`config.mk`:
```
export PLATFORM = sky130hd
export DESIGN_NAME = inc_sequencer
export DESIGN_NICKNAME = d
export VERILOG_FILES = /design/src/rtl/inc_sequencer.sv
export SDC_FILE = /design/constraint.sdc
export NUM_CORES = 1
export LEC_CHECK = 0
export CAP_MARGIN = 20
export CORE_MARGIN = 10
export CORE_UTILIZATION = 44
export CTS_CLUSTER_DIAMETER = 80
export DETAILED_ROUTE_END_ITERATION = 8
export GPL_TIMING_DRIVEN = 1
export PLACE_DENSITY = 0.84
export SLEW_MARGIN = 0
export SYNTH_ARGS = -nofsm -noshare
export SYNTH_HDL_FRONTEND = slang
export SYNTH_SLANG_ARGS = --single-unit
```
`constraint.sdc`:
```
create_clock -name clock -period 2.4 [get_ports clock]
set_clock_uncertainty 0.15 [all_clocks]
set_input_delay 0.6 -clock clock [delete_from_list [all_inputs] [get_ports clock]]
set_output_delay 0.6 -clock clock [all_outputs]
set_load 0.005 [all_outputs]
```
`src/rtl/inc_sequencer.sv`:
```
// inc_sequencer: serialises a multi-target increment mask into one-hot
// INC_sel/INC_en strobes, lowest target index first, then pulses done.
// Target bit order: 0=ROW, 1=COL, 2=CURR, 3=STA, 4=STB, 5=STC, 6=R1.
// Optional build macro INC_SPACING_EN inserts one idle cycle after every strobe.
module inc_sequencer #(
    parameter int N_TGT = 7
) (
    input  logic             clock,
    input  logic             reset_n,
    input  logic             req_valid,
    input  logic [N_TGT-1:0] req_mask,
    output logic             req_ready,
    input  logic             abort,
    output logic [N_TGT-1:0] INC_sel,
    output logic             INC_en,
    output logic             busy,
    output logic             done
);

    typedef enum logic [1:0] {
        ST_IDLE  = 2'd0,
        ST_ISSUE = 2'd1,
        ST_DONE  = 2'd2,
        ST_GAP   = 2'd3
    } state_t;

`ifdef INC_SPACING_EN
    // After a strobe the sequencer parks in the gap state for one cycle.
    localparam state_t ST_AFTER_STROBE = ST_GAP;
`else
    localparam state_t ST_AFTER_STROBE = ST_ISSUE;
`endif

    localparam logic [N_TGT-1:0] ZERO_MASK = {N_TGT{1'b0}};

    // Isolate the lowest set bit of a mask (two's-complement trick).
    function automatic logic [N_TGT-1:0] lowest_bit(input logic [N_TGT-1:0] m);
        lowest_bit = m & (~m + N_TGT'(1));
    endfunction

    state_t           state_r;
    state_t           state_s;
    logic [N_TGT-1:0] pending_r;
    logic [N_TGT-1:0] pending_s;
    logic [N_TGT-1:0] sel_r;
    logic [N_TGT-1:0] sel_s;
    logic             en_r;
    logic             en_s;
    logic             done_r;
    logic             done_s;
    logic             busy_r;
    logic             busy_s;

    assign req_ready = (state_r == ST_IDLE);
    assign INC_sel   = sel_r;
    assign INC_en    = en_r;
    assign done      = done_r;
    assign busy      = busy_r;

    // Next-state and next-output logic; every output defaults to idle.
    always_comb begin
        state_s   = state_r;
        pending_s = pending_r;
        sel_s     = ZERO_MASK;
        en_s      = 1'b0;
        done_s    = 1'b0;
        case (state_r)
            ST_IDLE: begin
                if (req_valid) begin
                    if (req_mask != ZERO_MASK) begin
                        sel_s     = lowest_bit(req_mask);
                        en_s      = 1'b1;
                        pending_s = req_mask & ~lowest_bit(req_mask);
                        state_s   = ST_AFTER_STROBE;
                    end else begin
                        done_s    = 1'b1;
                        pending_s = ZERO_MASK;
                        state_s   = ST_DONE;
                    end
                end else begin
                    state_s = ST_IDLE;
                end
            end
            ST_ISSUE: begin
                if (abort) begin
                    pending_s = ZERO_MASK;
                    state_s   = ST_IDLE;
                end else if (pending_r != ZERO_MASK) begin
                    sel_s     = lowest_bit(pending_r);
                    en_s      = 1'b1;
                    pending_s = pending_r & ~lowest_bit(pending_r);
                    state_s   = ST_AFTER_STROBE;
                end else begin
                    done_s  = 1'b1;
                    state_s = ST_DONE;
                end
            end
`ifdef INC_SPACING_EN
            ST_GAP: begin
                if (abort) begin
                    pending_s = ZERO_MASK;
                    state_s   = ST_IDLE;
                end else begin
                    state_s = ST_ISSUE;
                end
            end
`endif
            ST_DONE: begin
                pending_s = ZERO_MASK;
                state_s   = ST_IDLE;
            end
            default: begin
                pending_s = ZERO_MASK;
                state_s   = ST_IDLE;
            end
        endcase
        busy_s = (state_s != ST_IDLE);
    end

    // State, pending mask and all registered outputs.
    always_ff @(posedge clock or negedge reset_n) begin
        if (!reset_n) begin
            state_r   <= ST_IDLE;
            pending_r <= ZERO_MASK;
            sel_r     <= ZERO_MASK;
            en_r      <= 1'b0;
            done_r    <= 1'b0;
            busy_r    <= 1'b0;
        end else begin
            state_r   <= state_s;
            pending_r <= pending_s;
            sel_r     <= sel_s;
            en_r      <= en_s;
            done_r    <= done_s;
            busy_r    <= busy_s;
        end
    end

endmodule
```
==> results of run 1 <==
==> layout by cell type, fill, tap and decap left out, drive strengths merged, types with 4 or more instances in the layout <==
cell,n
nor2,7
buf,8
nand2,10
nor3,4
o21ai,9
dfrtp,16
nand3,4
clkdlybuf4s50,21
==> state kept, by name, summed over array words and instances, names as in the netlist <==
register   cells
busy           1
pending_r      6
done           1
INC_en         1
INC_sel        7
==> worst min-delay path: stages (launching register included) <==
cell and delay [ns]:
sky130_fd_sc_hd__dfrtp_1 0.36, sky130_fd_sc_hd__o21ai_0 0.09, sky130_fd_sc_hd__nand2_1 0.06
==> power groups by stage <==
stage                     clock, mW  sequential [mW]  combinational [mW]
after global placement            0            0.401               0.355
after floorplan                   0            0.396               0.179
after detailed placement          0            0.407               0.362
final                         0.137            0.401               0.362
after global routing          0.150            0.412               0.399
after CTS                     0.139            0.401               0.364
==> kinds of logic (layout without fill, tap and decap cells) <==
group | after synthesis | after routing | synth area share, %
AOI/OAI and AO/OA | 21 | 21 | 18.64
buffers and inverters | 5 | 35 | 2.543
DFF | 16 | 16 | 54.24
and+or+nand+nor | 34 | 34 | 24.58
==> worst paths after layout <==
path	from	end	slack (ns)
hold reg to reg	pending_r[3]$_DFFE_PN0P_	pending_r[3]$_DFFE_PN0P_	0.40
setup / recovery	done$_DFF_PN0_	req_ready	0.09
setup reg to reg	pending_r[1]$_DFFE_PN0P_	pending_r[6]$_DFFE_PN0P_	0.68
min in group asynchronous	reset_n	done$_DFF_PN0_	0.50
hold / removal	pending_r[3]$_DFFE_PN0P_	pending_r[3]$_DFFE_PN0P_	0.40
max in group asynchronous	reset_n	INC_en$_DFF_PN0_	1.42
==> final cells by class <==
class,count,share of cell area [%]
Sequential cell,16,38.37
Multi-Input combinational cell,55,30.58
Timing Repair Buffer,29,25.90
Clock buffer,3,2.158
Tap cell,16,1.918
Inverter,3,1.079
==> per-layer routing <==
layer / up-vias / wire length, um / global-route usage (%)
li1: 338 / - / -
met5: - / 0 / 0
met2: 25 / 923 / 18.78
met3: 5 / 129 / 2.296
met4: 0 / 30 / 5.643
met1: 340 / 812 / 11.71
==> metrics by stage <==
| step | hold slack, ns | TNS, ns |
|---|---|---|
| 3_5_place_dp | 0.3659 | -0.009996 |
| 5_1_grt | 0.4421 | 0 |
| 2_1_floorplan | 0.1544 | 0 |
| 3_3_place_gp | 0.3575 | 0 |
| 4_1_cts | 0.3895 | 0 |
| 6_report | 0.3992 | 0 |
==> results.toml, run 1 <==
[run_status]
outcome = "finished, final reports clean"

[clock_network]
cts-buffers-inserted = 3
clock_sink_count = 16
clock_path_buffers = 2
clkSlewWorstSetupHoldPaths_ns = 0.09
clk_latency_ns = 0.28
post_cts.repair.setup_buffers = 0
ctsRootBufferMaster = "sky130_fd_sc_hd__clkbuf_4"
postCtsResizedCells = 0
tritoncts = "built"
holdBufCountCts = 0
cts-htree-levels = 1

[floorplan]
floorplan.core_area_um2 = 1541
start_util_pct = 47.89
die-width_um = 60.96
die_boundary_height_um = 60.96
rows = 14
design.portCount = 22
full_die_area_um2 = 3716

[global_routing]
grt_pass1_wl_um = 3022
grt_max_degree = 17
globalRouteOverflowTotal = 0
grt_use_total_pct = 10.70
number_of_global_route_vias_before_repair = 699
grt_antenna_before_repair = 0

[cells_and_area]
final_non_filler_cell_area_um2 = 1044
drive_gt1_share_pct = 14.15
areaGrowthSynthToFinish_pct = 41.36
multiInputGateArea_um2 = 319.1
sequential_cell_area_um2 = 400.4
postLayoutCoreUtil_pct = 67.69
fill_cells = 123
design.final.nets = 119
antenna-diode-count = 0
count_of_non_filler_cells_in_the_finished_layout = 122

[placed_design]
io_buffer_count = 21
dp.cells = 119
place_congestion = 0.8493
detailedPlacementHpwl_um = 1509
place_area_um2 = 1021
preCtsSetupSlack_ns = -0.009996

[logic_synthesis]
distinct_cells_synth = 25
synth_common_cells = "sky130_fd_sc_hd__dfrtp_1, sky130_fd_sc_hd__nand2_1, sky130_fd_sc_hd__nor2_1"
synthesis.instances = 76
synth_ff_type = "sky130_fd_sc_hd__dfrtp_1"
synth.cell_area_um2 = 738.2
synth_largest_type_area_fraction_pct = 54.24
synth_async_sr_flop_share_pct = 100.0
synth_area_leaders = "sky130_fd_sc_hd__dfrtp_1, sky130_fd_sc_hd__nand2_1, sky130_fd_sc_hd__a32o_1"
yosysWarnings = 0
synth.yosys.seq_area_share_pct = 54.24
syn_nets = 87
synth.most_common_cell = "sky130_fd_sc_hd__dfrtp_1"
syn-mean-instance-area_um2 = 9.713
number_of_enable_type_register_cells_in_the_synthesized_netlist = 0
postSynthRegisterBits = 16
synth_largest_area_cell = "sky130_fd_sc_hd__dfrtp_1"

[critical_path]
worst_ep_arrival_time_ns = 1.56
timing.critical_path.max_delay_family = "buffers and inverters"
path_buf_inv = 1
worst_path_max_delay_cell = "sky130_fd_sc_hd__clkdlybuf4s50_1"
timing.critical_path.fanout_max = 7
reg2reg_depth = 4
path_cells = "nor2_1 > clkdlybuf4s50_1"
worst-path-stages = 2
critPathCaptureType = "primary output"
crit_path_max_cell_delay_ns = 0.56
required_ns = 1.65
setup.worst_path.start_class = "register"
worst-setup-path-type = "register to primary output"

[drt]
postRouteWirelength_um = 1895
vias_after_detailed_routing = 708
detail_route.iter0.violations = 23
detail_route.vias_per_cell = 5.803
post_drt_wl_per_cell_um = 15.53
final_antenna_net_count = 0
firstDrtPassIters = 4
route.detailed.drc = 0

[power]
maximum_ir_drop_on_the_vdd_rail_mv = 0.5259
p_sw_uw = 315.7
internal-power_uw = 584.1
power_leakage_nw = 0.4523
p_seq_share_pct = 44.6
power_density_nw_per_um2 = 862.3
pwr-share-clk_pct = 15.2
switching_part_of_the_total_power_pct = 35.08
combPwrFrac_pct = 40.2
post-layout-total-power_uw = 899.8

[sta]
rsz0062_at_grt = "no"
slew-limit-headroom_pct = 75.40
max_slew.worst_pin.slew_ns = 0.3674
setup_viol = 0
final.setup.worst_slack_ns = 0.08833
tcrit_tclk_final_pct = 96.32
slew_viol_final = 0
max_freq_mhz = 432.6
hold_viol = 0
post-route-min-period_ns = 2.312

[min_path]
hp-class = "register to register"
hold-path-cell-count = 2

[run]
maxCapViolCount = 0
No activity file was read; power rests on OpenSTA's default activity.
==> run 2: changes to the inputs <==
- ABC_AREA: not set -> 0
==> results of run 2 <==
No change in the layout: final DEF, timing and power equal those of run 1.
==> run 3: changes to the inputs <==
- CAP_MARGIN: 20 -> 5
- CORE_ASPECT_RATIO: not set -> 1.25
==> run 3 against run 2 <==
Clock-buffer cell count unchanged. Worst hold slack got worse by 0.025 ns. Combinational power decreased by 1%. Cell count unchanged. Critical path depth unchanged. Sequential cell count unchanged. Global-route usage increased by 0.36 points. Clock power about the same. Highest routed layer unchanged. Setup slack improved by 0.055 ns. Sequential share of layout area increased by 0.37 points. Critical path type unchanged. Design area decreased by 0.96%.
==> results.toml, run 3 (synthesis gave the netlist of run 1 again) <==
[run_status]
outcome = "finished, final reports clean"

[sta]
tcrit_tclk_final_pct = 94.04
max_slew.worst_pin.slew_ns = 0.3805
slew-limit-headroom_pct = 74.40
post-route-min-period_ns = 2.257
fin_setup_tns_ns = 0
setup_viol = 0
hold_viol = 0
rsz0062_at_grt = "no"
max_freq_mhz = 443.1
final.setup.worst_slack_ns = 0.1431
slew_viol_final = 0

[clock_network]
cts-buffers-inserted = 3
clock_sink_count = 16
post_cts.repair.setup_buffers = 0
holdBufCountCts = 0
cts-htree-levels = 1
ctsRootBufferMaster = "sky130_fd_sc_hd__clkbuf_4"
clkSlewWorstSetupHoldPaths_ns = 0.08
clock_path_buffers = 2
clk_latency_ns = 0.29
tritoncts = "built"

[global_routing]
grt_use_total_pct = 11.06
grt_pass1_wl_um = 3339
grt_antenna_before_repair = 0
globalRouteOverflowTotal = 0
number_of_global_route_vias_before_repair = 712
grt_max_degree = 17

[critical_path]
rr_endpoint = "INC_sel[6]$_DFF_PN0_"
worst-setup-path-type = "register to primary output"
setup.worst_path.start_class = "register"
cp-startpoint = "done$_DFF_PN0_"
timing.critical_path.fanout_max = 7
reg2reg_depth = 3
launch_point_of_the_worst_reg_to_reg_path = "done$_DFF_PN0_"
required_ns = 1.65
worst_ep_arrival_time_ns = 1.51
ff2ff_setup_slack_ns = 0.65
critPathCaptureType = "primary output"

[cells_and_area]
antenna-diode-count = 0
design.final.nets = 117
multiInputGateArea_um2 = 321.6
most_frequent_cells_in_the_layout = "sky130_fd_sc_hd__clkdlybuf4s50_1, sky130_fd_sc_hd__dfrtp_1, sky130_fd_sc_hd__nand2_1"
postLayoutCoreUtil_pct = 65.35
fill_cells = 130
final_common_cell = "sky130_fd_sc_hd__clkdlybuf4s50_1"
sequential_cell_area_um2 = 400.4
largest_register_ff_count = 7
areaGrowthSynthToFinish_pct = 40.00
drive_gt1_share_pct = 13.46

[floorplan]
rows = 16
design.portCount = 22
die_boundary_height_um = 65.80
die-width_um = 56.64
full_die_area_um2 = 3726
floorplan.core_area_um2 = 1582
start_util_pct = 46.68

[run]
maxCapViolCount = 0

[min_path]
holdPathEnd = "INC_sel[3]$_DFF_PN0_"
hold-path-cell-count = 2
hp-class = "register to register"
holdCritStartpoint = "pending_r[3]$_DFFE_PN0P_"

[placed_design]
detailedPlacementHpwl_um = 1566
place_congestion = 0.8275
preCtsSetupSlack_ns = -0.02191
io_buffer_count = 21

[drt]
post_drt_wl_per_cell_um = 16.57
detail_route.vias_per_cell = 5.803
postRouteWirelength_um = 2022
detail_route.iter0.violations = 20
vias_after_detailed_routing = 708
final_antenna_net_count = 0
route.detailed.drc = 0
firstDrtPassIters = 4

[power]
post-layout-total-power_uw = 901.7
power_leakage_nw = 0.4434
power_density_nw_per_um2 = 872.4
maximum_ir_drop_on_the_vdd_rail_mv = 0.3628
[run 3: changes by cell type in the layout (fill, tap and decap cells not counted), sizes merged]
cell,before,now
buf,8,6
[run 3: layout make-up]
type | instances | share of cell area [%]
Sequential cell | 16 | 38.74
Timing Repair Buffer | 27 | 24.70
Multi-Input combinational cell | 55 | 31.11
Inverter | 3 | 1.090
Clock buffer | 3 | 2.179
Tap cell | 18 | 2.179
[run 3: stage by stage]
step / instance area, um^2 / hold slack [ns] / instances
2_1_floorplan: 738.2 / 0.1544 / 76
3_3_place_gp: 1008 / 0.3535 / 119
3_5_place_dp: 1008 / 0.3601 / 119
4_1_cts: 1031 / 0.3818 / 122
5_1_grt: 1033 / 0.4238 / 122
6_report: 1033 / 0.3740 / 122
[run 3: how the worst max path moves through the flow]
stage | to | slack, ns | cells past startpoint
floorplan | pending_r[6]$_DFFE_PN0P_ | 0.45 | 4
global placement | pending_r[6]$_DFFE_PN0P_ | 0.02 | 5
detailed placement | pending_r[6]$_DFFE_PN0P_ | -0.02 | 5
CTS | req_ready | 0.05 | 2
global route | req_ready | 0.06 | 2
finish | req_ready | 0.14 | 2
[run 3: worst max-delay path: stages, from the launching register on]
cell and delay [ns]:
sky130_fd_sc_hd__dfrtp_1 0.47, sky130_fd_sc_hd__nor2_2 0.21, sky130_fd_sc_hd__clkdlybuf4s50_1 0.54
[run 3: report_power, final]
part | internal [mW] | total, mW | switching [mW]
registers | 0.337 | 0.405 | 0.0677
logic | 0.184 | 0.358 | 0.175
clock network | 0.0584 | 0.139 | 0.0804
total | 0.579 | 0.902 | 0.323
[run 3: metal layers]
metal / up-vias / wire length [um] / global-route usage [%]
met1: 337 / 780 / 11.46
met2: 30 / 1037 / 19.23
met4: 0 / 67 / 7.530
met5: - / 0 / 0
met3: 5 / 137 / 2.692
li1: 336 / - / -
[run 3: timing repair]
| action | CTS | global route |
|---|---|---|
| endpoints found under the hold margin | 0 | 0 |
| gates resized for setup | 0 | 1 |
| setup endpoints to repair | 0 | 1 |
==> RTL change: new RTL, config.mk and constraints of run 3 <==
The parameter `N_TGT` goes from 7 to 9.
--- a/src/rtl/inc_sequencer.sv
+++ b/src/rtl/inc_sequencer.sv
@@ -4,5 +4,5 @@
 // Optional build macro INC_SPACING_EN inserts one idle cycle after every strobe.
 module inc_sequencer #(
-    parameter int N_TGT = 7
+    parameter int N_TGT = 9
 ) (
     input  logic             clock,
Interface: changed (resized INC_sel and req_mask); port bits go from 22 to 26. The function was not compared with the original's and may differ.
==> RTL change against run 3 <==
  * Synthesized area rose by 34%
  * Sequential cell count increased by 4
  * Sequential share of layout area shrank 1.3 points
  * Cell count grew 34%
  * Combinational power grew 53%
  * Routed wire length rose by 24%
  * Final area grew 29%
  * Total power up 35%
  * Worst hold slack improved by 0.033 ns
  * Via count rose by 28%
  * Setup slack worse by 0.018 ns
  * Critical endpoint unchanged
==> RTL change: results (changes against run 3) <==
* Worst-case vdd ir drop: 0.426 mV (+18%)
* Post-cts gate resize count: 0 (unchanged)
- The largest individual stage delay along the critical path comes from the cell sky130_fd_sc_hd__clkdlybuf4s50_1.
* Outcome: finished, final reports clean
* Number of setup buffers added after CTS: 0 (unchanged)
- Global-route wire length before repair: 4290 um (+29%)
- Sequential-to-total area share from yosys stat: 0.504 (-0.0380)
* Final wirelength: 2510 um (+24%)
- Diodes inserted: 0 (unchanged)
* Clock root buffer master: sky130_fd_sc_hd__clkbuf_4
- Synth warnings: 0 (unchanged)
- Pin count of the biggest net entering global routing: 21 (+4)
- The tightest min-delay check is of the flip-flop to flip-flop type.
* Gr usage total: 0.112 (+0.00175)
- The layout net count is 148 (+26%).
- The final RePlAce weighted congestion is 0.826 (-0.21%).
* Number of antenna violations at the first check in global routing: 0 (unchanged)
- Detailed-routing iteration count for the pre-antenna-repair pass: 4 (unchanged)
- The number of buffers inserted during clock tree synthesis is 3 (unchanged).
* Via count of the routed design: 907 (+28%)
- Leakage power: 0.578 nW (+30%)
- Register clock-pin slew on the reported worst setup and hold paths: 0.11 ns (+0.03 ns)
* Post-detailed-placement cell area: 1310 um^2 (+30%)
- Maximum level of the CTS H-tree: 1 (unchanged)
- Detail Placement HPWL: 1860 um (+19%)
* Deepest clock path buffer count: 2 (unchanged)
* Slowest stage delay, CP: 0.55 ns
- Clock latency on the worst-skew pair, taken at its later pin, is between 0.2 and 0.3 ns.
- The flip-flop count of the largest register after layout came to 9 (+2).
- The number of vias per cell after detailed routing came to 5.53 (-4.7%).
- The count of buffers inserted at the top-level ports was 25 (+19%).
- The initial DRC count is 39 (+95%).
* Total area of multi-input combinational cells: 464 um^2 (+44%)
- Share of async-settable or async-resettable flops after synthesis: 1.00 (unchanged)
* CP arrival: between 1.5 and 2 ns
- In the post-synthesis netlist, the biggest area contributors are sky130_fd_sc_hd__dfrtp_1 50%, sky130_fd_sc_hd__nand2_1 6.8%, sky130_fd_sc_hd__nor2_1 4.9%.
- Share of post-route cells with drive strength above 1: 0.135 (+0.000723)
- The average footprint of a synthesized cell was 9.82 um^2 (+1.1%).
* DP Cell Count: 161 (+35%)
* Number of global-route vias before repair: 934 (+31%)
- The highest net fanout along the worst path is 7 (unchanged).
- The relative slew slack came to 0.780 (+0.0365).
* Number of fillers in the final layout: 195 (+50%)
- Main synth FF type: sky130_fd_sc_hd__dfrtp_1
* Synthesized Nets: 114 (+31%)
- Ranked by instance count, the synthesized netlist is headed by 20 x sky130_fd_sc_hd__dfrtp_1, 18 x sky130_fd_sc_hd__nand2_1, 13 x sky130_fd_sc_hd__nor2_1, 8 x sky130_fd_sc_hd__nand3_1, 7 x sky130_fd_sc_hd__o21ai_0.
- Number of unique standard cell types used by synthesis: 32 (+28%)
## RTL change: cell types whose count changed after synthesis, moves of 2 or more
cell                        before  now
sky130_fd_sc_hd__o2bb2ai_1       0    2
sky130_fd_sc_hd__nand2_1        10   18
sky130_fd_sc_hd__a31oi_1         3    0
sky130_fd_sc_hd__nand3_1         4    8
sky130_fd_sc_hd__nor3_1          4    1
sky130_fd_sc_hd__nor2_1          7   13
sky130_fd_sc_hd__dfrtp_1        16   20
sky130_fd_sc_hd__o211ai_1        0    3
sky130_fd_sc_hd__o21ai_1         3    0
## RTL change: layout make-up
class	count	share of cell area
timing repair buffer	32	0.227
tap	31	0.0290
multi-input combinational	76	0.347
clock buffer	3	0.0169
inverter	2	0.00562
sequential	20	0.375
## RTL change: logic make-up (layout without fill, tap and decap cells)
group / count (synthesis) / in the layout / share of synthesized area
AOI/OAI and AO/OA: 24 / 24 / 0.199
buffers and inverters: 5 / 37 / 0.0277
DFF: 20 / 20 / 0.504
and+or+nand+nor: 52 / 52 / 0.269
## RTL change: through the flow
step / total power [W] / hold slack, ns / setup slack (ns)
global route: 0.00131 / 0.424 / 0.0415
floorplan: 0.000848 / 0.154 / 0.533
global placement: 0.00105 / 0.373 / 0.0982
finish: 0.00122 / 0.407 / 0.125
detailed placement: 0.00107 / 0.385 / 0.0810
CTS: 0.00123 / 0.402 / 0.107
## RTL change: path summary, 6_finish.rpt
kind	from	end	slack, ns	depth (start not counted)
max in group asynchronous	reset_n	pending_r[3]	1.41	2
worst max-delay path	done	req_ready	0.13	2
worst min-delay path	pending_r[8]	done	0.41	1
min in group asynchronous	reset_n	INC_sel[2]	0.49	2
worst min register to register	pending_r[8]	done	0.41	1
worst max register to register	pending_r[1]	pending_r[2]	0.54	4
## RTL change: metal layers
layer | routed length, um | global-route usage | part of all wire
met1 | 1070 | 0.120 | 0.43
met2 | 1260 | 0.204 | 0.50
met3 | 118 | 0.0215 | 0.047
met4 | 58 | 0.0622 | 0.023
met5 | 0 | 0 | 0
## RTL change: critical path: cells and delay by family (launching register included)
family	cells	cell delay, ns
buf+inv	1	0.55
flops	1	0.47
simple gates	1	0.22
## RTL change: where the power goes
part	switching, W	internal (W)
clock	0.0000942	0.0000582
combinational	0.000272	0.000276
sequential	0.0000976	0.000420
total	0.000463	0.000754
